$ cat src/rtl/rv32i_types.sv
// Shared RV32I types: CDB payload struct, FU type encoding
// and the CDB arbiter port map.
package rv32i_types;

  localparam int ROB_IDX_W  = 5;
  localparam int REG_ADDR_W = 5;
  localparam int CDB_PORTS  = 5;

  typedef enum logic [2:0] {
    T_NONE = 3'd0,
    T_ALU  = 3'd1,
    T_MUL  = 3'd2,
    T_DIV  = 3'd3,
    T_BR   = 3'd4,
    T_MEM  = 3'd5
  } types_t;

  typedef enum logic [2:0] {
    CDB_ALU = 3'd0,
    CDB_MUL = 3'd1,
    CDB_DIV = 3'd2,
    CDB_BR  = 3'd3,
    CDB_MEM = 3'd4
  } cdb_port_e;

  typedef struct packed {
    logic                  valid;
    logic [31:0]           data;
    logic [ROB_IDX_W-1:0]  rob_idx;
    logic [REG_ADDR_W-1:0] rd_addr;
  } cdb_t;

endpackage

$ cat src/rtl/rr_arbiter.sv
// Combinational round-robin arbiter: first requester at or
// after ptr wins; pointer state lives in the parent.
module rr_arbiter #(
  parameter int N = 5,
  parameter int W = $clog2(N)
) (
  input  logic [N-1:0] req,
  input  logic [W-1:0] ptr,
  output logic [N-1:0] grant,
  output logic [W-1:0] grant_idx
);

  // Rotating priority scan starting at ptr.
  always_comb begin
    int   idx;
    logic found;
    grant     = '0;
    grant_idx = '0;
    found     = 1'b0;
    idx       = 0;
    for (int k = 0; k < N; k++) begin
      idx = int'(ptr) + k;
      if (idx >= N) idx = idx - N;
      if (!found && req[idx]) begin
        found      = 1'b1;
        grant[idx] = 1'b1;
        grant_idx  = W'(idx);
      end
    end
  end

endmodule

$ cat src/rtl/cdb_arbiter.sv
// CDB transmit arbiter: one holding slot per FU, round-robin
// broadcast on a registered CDB. Option: CDB_ARB_PERF_EN.
module cdb_arbiter
  import rv32i_types::*;
#(
  parameter int N_PORTS = CDB_PORTS,
  parameter int IDX_W   = ROB_IDX_W
) (
  input  logic               clk,
  input  logic               rst_n,
  input  logic               flush,
  input  logic [N_PORTS-1:0] fu_valid,
  output logic [N_PORTS-1:0] fu_ready,
  input  cdb_t [N_PORTS-1:0] fu_result,
  output cdb_t               cdb_out
`ifdef CDB_ARB_PERF_EN
  ,
  output logic [31:0]        perf_grants [N_PORTS],
  output logic [31:0]        perf_stalls [N_PORTS]
`endif
);

  localparam int PW = $clog2(N_PORTS);

  logic [N_PORTS-1:0] hold_v;
  cdb_t               hold_d [N_PORTS];
  logic [PW-1:0]      rr_ptr;
  logic [N_PORTS-1:0] grant;
  logic [PW-1:0]      grant_idx;
  logic [N_PORTS-1:0] accept;
  logic [IDX_W-1:0]   grant_rob;
  logic [PW-1:0]      ptr_next;

  rr_arbiter #(
    .N (N_PORTS),
    .W (PW)
  ) u_rr (
    .req       (hold_v),
    .ptr       (rr_ptr),
    .grant     (grant),
    .grant_idx (grant_idx)
  );

  // A slot can take a new result if empty or draining now.
  assign fu_ready  = {N_PORTS{~flush}} & (~hold_v | grant);
  assign accept    = fu_valid & fu_ready;
  assign grant_rob = hold_d[grant_idx].rob_idx;
  assign ptr_next  = (grant_idx == PW'(N_PORTS - 1))
                   ? '0 : grant_idx + 1'b1;

  // Holding slots, rr pointer and registered broadcast.
  always_ff @(posedge clk) begin
    if (!rst_n) begin
      hold_v  <= '0;
      rr_ptr  <= '0;
      cdb_out <= '0;
      for (int i = 0; i < N_PORTS; i++) hold_d[i] <= '0;
    end else if (flush) begin
      hold_v        <= '0;
      cdb_out.valid <= 1'b0;
    end else begin
      for (int i = 0; i < N_PORTS; i++) begin
        if (accept[i]) begin
          hold_v[i] <= 1'b1;
          hold_d[i] <= fu_result[i];
        end else if (grant[i]) begin
          hold_v[i] <= 1'b0;
        end
      end
      if (|hold_v) begin
        cdb_out.valid   <= 1'b1;
        cdb_out.data    <= hold_d[grant_idx].data;
        cdb_out.rob_idx <= grant_rob;
        cdb_out.rd_addr <= hold_d[grant_idx].rd_addr;
        rr_ptr          <= ptr_next;
      end else begin
        cdb_out.valid <= 1'b0;
      end
    end
  end

`ifdef CDB_ARB_PERF_EN
  // Per-port grant and stall counters; survive flush.
  always_ff @(posedge clk) begin
    if (!rst_n) begin
      for (int i = 0; i < N_PORTS; i++) begin
        perf_grants[i] <= '0;
        perf_stalls[i] <= '0;
      end
    end else begin
      for (int i = 0; i < N_PORTS; i++) begin
        if (grant[i] && !flush)
          perf_grants[i] <= perf_grants[i] + 32'd1;
        if (fu_valid[i] && !fu_ready[i])
          perf_stalls[i] <= perf_stalls[i] + 32'd1;
      end
    end
  end
`endif

endmodule

$ cat config.mk
export PLATFORM = sky130hd
export DESIGN_NAME = cdb_arbiter
export DESIGN_NICKNAME = d
export VERILOG_FILES = /design/src/rtl/rv32i_types.sv /design/src/rtl/rr_arbiter.sv /design/src/rtl/cdb_arbiter.sv
export SDC_FILE = /design/constraint.sdc
export NUM_CORES = 1
export LEC_CHECK = 0
export ABC_AREA = 0
export CORE_MARGIN = 4
export CORE_UTILIZATION = 40
export CTS_CLUSTER_DIAMETER = 80
export CTS_CLUSTER_SIZE = 14
export DETAILED_ROUTE_END_ITERATION = 10
export PLACE_DENSITY = 0.66
export SKIP_LAST_GASP = 1
export SLEW_MARGIN = 20
export SYNTH_ARGS = -nofsm -noshare
export SYNTH_HDL_FRONTEND = slang
export SYNTH_SLANG_ARGS = --single-unit
$ cat constraint.sdc
create_clock -name clk -period 7.5 [get_ports clk]
set_input_delay 1.5 -clock clk [delete_from_list [all_inputs] [get_ports clk]]
set_output_delay 1.5 -clock clk [all_outputs]
set_load 0.05 [all_outputs]
==> results.yml, run 1 <==
flow_run:
  cap_viol_max_count: 0
global_routing:
  grt_pass1_vias: 10900
  antenna_found_initial: 8
  track_usage_pct: 20.3
  wire_length_of_the_first_global_routing_pass_um: 65300
  grt_start_max_net_pins: 150
  globalRouteOverflowTotal: 0
layout:
  fin_nets: 1655
  most_common_cell_after_layout_fill_and_taps_aside: "clkdlybuf4s50_1"
  layout.cells.most_common_list: "264 x clkdlybuf4s50_1, 210 x edfxtp_1, 201 x a21boi_2, 95 x mux2i_1, 75 x nand2_1"
  finish.utilization_pct: 50.6
  final.fill_count: 3173
  finalNonFillerCells: 1896
  post_route_cells_drive_above_1_share_pct: 19.7
  multiInputGateArea_mm2: 0.00686
  areaGrowthSynthToFinish_pct: 25.1
  register_area_mm2: 0.00733
timing:
  max_slew.worst_pin.slew_ns: 1.17
  timing.final.hold_violations: 0
  slew-limit-headroom_pct: 22.2
  rsz0062_at_grt: "false"
  final.period_utilization_pct: 95.4
  maxClockFrequency_mhz: 140
  totalNegativeSetupSlack_ns: 0
  maxSlewViolCount: 0
  finalWorstPathRequiredPeriod_ns: 7.15
  timing.final.setup_violations: 0
  finalClockSkew_ns: 0.0268
synth:
  ys_ff_latch: 261
  net_count_after_synthesis: 1453
  synth-adder-area-share_pct: 2.08
  synthFlopType: "edfxtp_1"
  seq_area_frac_synth_pct: 49.6
  asyncSetResetFlopFracSynth_pct: 0
  dominant_combinational_cell_family_by_area_after_synthesis: "compound AO/OA/AOI/OAI gates"
  edff_count_synth: 210
  post_synth_and_or_nand_nor_area_fraction_pct: 7.21
  synth-warning-count: 0
  post_synth_xor_area_fraction_pct: 0.406
  ys_types: 73
  synthCells: 1206
  synth_compound_area_share_pct: 29.4
  synth.avg_cell_area_um2: 12.3
  synthMuxAreaShare_pct: 6.59
  netlist_area_pre_place_mm2: 0.0148
placement:
  gp_congestion: 0.837
  placedCellCount: 1851
  detailedPlacementHpwl_um: 27500
  count_of_buffers_from_port_buffering: 265
critical_path:
  critPathMaxFanout: 11
  worst_setup_sp_type: "flop"
  critical_path.endpoint_type: "primary output"
  crit_arrival_ns: 5.65
  worst-endpoint-required_ns: 6.00
  worstSetupPathType: "reg -> out"
route:
  drc: 0
  wl_um: 42300
  drt_iter0_drc: 608
  ant_nets: 0
  drt-pass1-iter-count: 5
  vias: 10700
  routed_via_density: 5.67
  avgRoutedWirePerCell_um: 22.3
clock_network:
  postCtsHoldBufs: 0
  tritoncts.num_buffers: 23
  clk_root_buffer_cell: "clkbuf_16"
  cts_post_setup_buffers_inserted: 0
  cts.repair.resized: 0
  clkSinkCount: 261
  clk-insertion-delay-late_ns: 0.54
  longest_clk_path_bufs: 3
  cts_tree: "yes"
  htree_num_levels: 1
  worst_setup_hold_path_clk_slew_ns: 0.07
floorplan:
  num_rows: 70
  die-height_um: 200
  dieArea_mm2: 0.0401
  die_width_um: 200
  start_util_pct: 40.5
  boundaryPins: 271
  floorplan.core_area_mm2: 0.0365
run_status:
  outcome: "finished clean"
power_and_ir_drop:
  peakVddDrop_uv: 607
  power_leakage_uw: 0.00634
  powerDensity_mw_per_mm2: 373
worst_hold_path:
  path_category_of_the_worst_min_delay_check: "reg -> reg"
[final cells by class]
cell class / count / share of cell area, %
inverter: 19 / 0.386
clock inverter: 5 / 0.379
tap: 468 / 3.17
sequential: 261 / 39.7
antenna: 4 / 0.0542
multi-input combinational: 812 / 37.1
timing repair buffer: 291 / 15.8
clock buffer: 36 / 3.38
[worst paths after layout]
path	startpoint	cells after the start	endpoint	slack, ns
hold reg to reg	hold_d[0][2]$_SDFFCE_PN0P_	2	cdb_out[2]$_SDFFE_PN0P_	0.54
setup reg to reg	rr_ptr[1]$_SDFFE_PN0P_	14	hold_d[2][9]$_SDFFCE_PN0P_	1.88
hold / removal	hold_d[0][2]$_SDFFCE_PN0P_	2	cdb_out[2]$_SDFFE_PN0P_	0.54
setup / recovery	rr_ptr[1]$_SDFFE_PN0P_	12	fu_ready[4]	0.35
[cells by family (layout without fill, tap and decap cells)]
| logic type | Yosys count | in the layout |
|---|---|---|
| compound gates | 473 | 473 |
| fa+ha+maj | 24 | 24 |
| buf+inv | 133 | 351 |
| flops | 261 | 261 |
| mux | 97 | 97 |
| other cells | 0 | 4 |
| xor+xnor | 6 | 6 |
| simple gates | 212 | 212 |
[synthesized netlist by cell type, drive strengths merged (3+ instances only)]
| cell type | number | area share, % |
|---|---|---|
| inv | 18 | 0.46 |
| a211oi | 6 | 0.39 |
| a2111oi | 3 | 0.30 |
| nor3 | 5 | 0.17 |
| a41oi | 3 | 0.18 |
| buf | 58 | 2.8 |
| nand2b | 12 | 0.51 |
| a31oi | 6 | 0.36 |
| a21o | 5 | 0.25 |
| nand4 | 4 | 0.21 |
| a221oi | 5 | 0.30 |
| edfxtp | 210 | 43 |
| nand3b | 5 | 0.25 |
| o31ai | 6 | 0.43 |
| or3 | 44 | 1.9 |
| o221ai | 43 | 2.5 |
| nor2b | 4 | 0.17 |
| and3 | 3 | 0.13 |
| and2 | 6 | 0.25 |
| clkbuf | 56 | 1.4 |
| a22o | 43 | 2.5 |
| o21ai | 54 | 1.8 |
| or4 | 3 | 0.18 |
| o211ai | 44 | 2.2 |
| o21a | 3 | 0.16 |
| mux2i | 95 | 6.4 |
| nor2 | 31 | 0.79 |
| dfxtp | 51 | 6.9 |
| a211o | 4 | 0.24 |
| xnor2 | 6 | 0.41 |
| nand2 | 77 | 2.0 |
| ha | 23 | 1.9 |
| a21oi | 17 | 0.60 |
| a21boi | 214 | 16 |
| nand3 | 12 | 0.44 |
[worst max-delay path, stage by stage (launching register included)]
cell and delay (ns):
dfxtp_1 0.60, inv_1 0.11, ha_1 0.23, ha_1 0.45, or2_2 0.36, o21ai_0 0.40
a21oi_1 0.09, a32oi_1 0.73, nand3_1 0.32, or4_4 0.58, and3_1 0.24, nor2_1 0.13
clkdlybuf4s50_1 0.86
[registers in the layout (all words and copies together) (netlist names)]
signal and cells:
hold_d 210, rr_ptr 3, cdb_out 43, hold_v 5
[metal layers]
| metal | vias up | wire length [um] | global-route usage (%) |
|---|---|---|---|
| met3 | 73 | 2860 | 4.65 |
| li1 | 5065 | - | - |
| met5 | - | 57 | 0 |
| met1 | 5218 | 18900 | 27.9 |
| met4 | 8 | 855 | 4.60 |
| met2 | 380 | 19600 | 33.0 |
[power by group]
| group | switching, uW | internal (uW) | total (uW) |
|---|---|---|---|
| Combinational | 2320 | 1450 | 3780 |
| Sequential | 144 | 1820 | 1960 |
| Clock | 536 | 613 | 1150 |
[through the flow]
step / power, uW / hold slack, ns / setup WS (ns) / cell area [um2]
6_report: 6880 / 0.541 / 0.348 / 18500
5_1_grt: 7280 / 0.561 / 0.0272 / 18500
4_1_cts: 6940 / 0.547 / 0.329 / 18500
3_5_place_dp: 5780 / 0.530 / 0.963 / 17800
3_3_place_gp: 5730 / 0.520 / 1.04 / 17700
2_1_floorplan: 4660 / 0.508 / 0.218 / 14800
No activity file was read; power rests on OpenSTA's default activity.
==> inputs of run 2 (changes only) <==
==> constraint.sdc (replaced) <==
create_clock -name clk -period 7.5 [get_ports clk]
set_input_delay 1.5 -clock clk [delete_from_list [all_inputs] [get_ports clk]]
set_output_delay 1.5 -clock clk [all_outputs]
set_load 0.005 [all_outputs]
==> run 2 against run 1 <==
Effect of this change:
- worst hold slack got worse by 0.0037 ns
- flip-flop and latch count did not move
- maximum frequency rose by 2.7%
- worst setup slack improved by 0.19 ns
- combinational power fell by 10%
- utilization barely moved
- highest routed layer unchanged
- die area did not move
- non-clock buffer count rose by 5
==> results.yml, run 2 (synthesized netlist as in run 1, its figures left out) <==
run_status:
  outcome: "finished clean"
global_routing:
  wire_length_of_the_first_global_routing_pass_um: 65400
  track_usage_pct: 20.3
  grt_start_max_net_pins: 89
  grt_pass1_vias: 11000
  antenna_found_initial: 5
  globalRouteOverflowTotal: 0
layout:
  post_route_cells_drive_above_1_share_pct: 20.0
  registers.top_by_ff_count: "hold_d"
  largestRegisters: "hold_d (210), cdb_out (43), hold_v (5)"
  most_common_cell_after_layout_fill_and_taps_aside: "clkdlybuf4s50_1"
  fin_nets: 1660
  areaGrowthSynthToFinish_pct: 25.0
  layout.cells.most_common_list: "264 x clkdlybuf4s50_1, 210 x edfxtp_1, 201 x a21boi_2, 95 x mux2i_1, 75 x nand2_1"
  largest_reg_flops: 210
timing:
  finalWorstPathRequiredPeriod_ns: 6.97
  maxSlewViolCount: 0
  timing.final.setup_violations: 0
  finalClockSkew_ns: 0.0158
  slew-limit-headroom_pct: 35.2
  final.period_utilization_pct: 92.9
  worst_hold_slack_ns: 0.538
  timing.final.hold_violations: 0
  maxClockFrequency_mhz: 144
  totalNegativeSetupSlack_ns: 0
  rsz0062_at_grt: "false"
  max_slew.worst_pin.slew_ns: 0.969
  final_critical_path_setup_slack_ns: 0.534
floorplan:
  die_width_um: 200
  floorplan.core_area_mm2: 0.0365
  start_util_pct: 40.5
  boundaryPins: 271
  die-height_um: 200
  dieArea_mm2: 0.0401
  num_rows: 70
route:
  vias: 10800
  wl_um: 42700
  ant_nets: 0
  drt-pass1-iter-count: 5
  drt_iter0_drc: 628
  routed_via_density: 5.70
  drc: 0
  avgRoutedWirePerCell_um: 22.5
power_and_ir_drop:
  power_leakage_uw: 0.00635
  cell_internal_pwr_uw: 3860
  peakVddDrop_uv: 384
  powerDensity_mw_per_mm2: 351
  sequentialPowerShare_pct: 30.3
  p_total_uw: 6490
  power.net_switching_uw: 2630
  power.switching_fraction_pct: 40.5
  comb_power_share_pct: 52.3
  p_clk_share_pct: 17.4
clock_network:
  htree_num_levels: 1
  cts_tree: "yes"
  clk-insertion-delay-late_ns: 0.54
  clk_root_buffer_cell: "clkbuf_16"
  tritoncts.num_buffers: 23
  longest_clk_path_bufs: 3
  cts_post_setup_buffers_inserted: 0
  cts.repair.resized: 0
  clkSinkCount: 261
  worst_setup_hold_path_clk_slew_ns: 0.07
  postCtsHoldBufs: 0
critical_path:
  worst-endpoint-required_ns: 6.00
  worst_setup_sp_type: "flop"
  critPathMostFrequentCell: "nor2_1"
  timing.reg2reg.setup_slack_ns: 1.70
  crit_end: "fu_ready[2]"
  crit_arrival_ns: 5.47
  critical_path.endpoint_type: "primary output"
  worst_r2r_dst: "hold_d[3][4]$_SDFFCE_PN0P_"
  worst_path_max_delay_cell: "dfxtp_1"
  critical_path.cell_chain: "inv_1 -> ha_1 -> or2_2 -> o21ai_0 -> o2111a_1 -> a32oi_1 -> buf_4 -> a2111oi_4 -> nand2_1 -> o31ai_1 -> nor2_1 -> nor2_1 -> clkdlybuf4s50_1"
  critical_path.reg2reg.startpoint: "rr_ptr[2]$_SDFFE_PN0P_"
  critPathMaxFanout: 18
  worst-r2r-cell-count: 14
  worst_setup_path_startpoint: "rr_ptr[2]$_SDFFE_PN0P_"
  worstSetupPathType: "reg -> out"
  cpPeakStageDelay_ns: 0.77
flow_run:
  cap_viol_max_count: 0
placement:
  detailedPlacementHpwl_um: 27800
  gp_congestion: 0.863
  dp_worst_setup_slack_ns: 1.25
  count_of_buffers_from_port_buffering: 265
worst_hold_path:
  path_category_of_the_worst_min_delay_check: "reg -> reg"
-- run 2: cell types whose count changed in the layout (fill, tap and decap cells not counted), sizes merged --
cell | before | now
buf | 27 | 32
bufinv | 1 | 0
clkbuf | 36 | 38
clkinvlp | 1 | 0
diode | 4 | 1
inv | 20 | 21
-- run 2: area by class of cell --
type / count / area [um2]
inverters: 19 / 71.3
flip-flops and latches: 261 / 7330
clock buffers: 38 / 632
repair buffers: 296 / 2950
clock inverters: 4 / 45.0
well taps: 468 / 586
multi-input cells: 812 / 6860
diodes: 1 / 2.50
fillers: 3187 / 18100
-- run 2: power by group through the flow --
stage / combinational (uW) / clock, uW / sequential [uW]
final: 3400 / 1130 / 1970
after global routing: 3680 / 1220 / 2000
after CTS: 3440 / 1160 / 1970
after detailed placement: 3430 / 0 / 2000
after global placement: 3400 / 0 / 1980
after floorplan: 2320 / 0 / 1970
-- run 2: through the flow --
| stage | instances | util (%) | cell area (um2) |
|---|---|---|---|
| floorplan | 1206 | - | 14800 |
| global placement | 1856 | 48.7 | 17800 |
| detailed placement | 1856 | 48.7 | 17800 |
| CTS | 1898 | 50.6 | 18500 |
| global route | 1899 | 50.6 | 18500 |
| finish | 1899 | 50.6 | 18500 |
-- run 2: critical path, delay by kind of cell, from the launching register on --
family,cells,cell delay [ns]
compound gates,5,1.71
fa+ha+maj,1,0.58
buf+inv,3,1.10
simple gates,4,0.76
flops,1,0.77
-- run 2: metal layers --
| layer | GRT usage [%] | wire length [um] | vias to the layer above |
|---|---|---|---|
| met3 | 4.39 | 2850 | 61 |
| met1 | 27.8 | 19000 | 5320 |
| met2 | 33.3 | 19800 | 353 |
| met4 | 4.87 | 994 | 8 |
| met5 | 0 | 55 | - |
| li1 | - | - | 5086 |
-- run 2: worst min path at each step --
stage          cells after the start  slack [ns]                        to                         from
2_1_floorplan                      2        0.51   cdb_out[0]$_SDFFE_PN0P_   hold_d[0][0]$_SDFFCE_PN0P_
4_1_cts                            2        0.54   cdb_out[1]$_SDFFE_PN0P_   hold_d[0][1]$_SDFFCE_PN0P_
5_1_grt                            2        0.57  cdb_out[22]$_SDFFE_PN0P_  hold_d[0][22]$_SDFFCE_PN0P_
6_report                           2        0.54   cdb_out[1]$_SDFFE_PN0P_   hold_d[0][1]$_SDFFCE_PN0P_
3_3_place_gp                       2        0.52   cdb_out[1]$_SDFFE_PN0P_   hold_d[0][1]$_SDFFCE_PN0P_
3_5_place_dp                       2        0.53   cdb_out[1]$_SDFFE_PN0P_   hold_d[0][1]$_SDFFCE_PN0P_
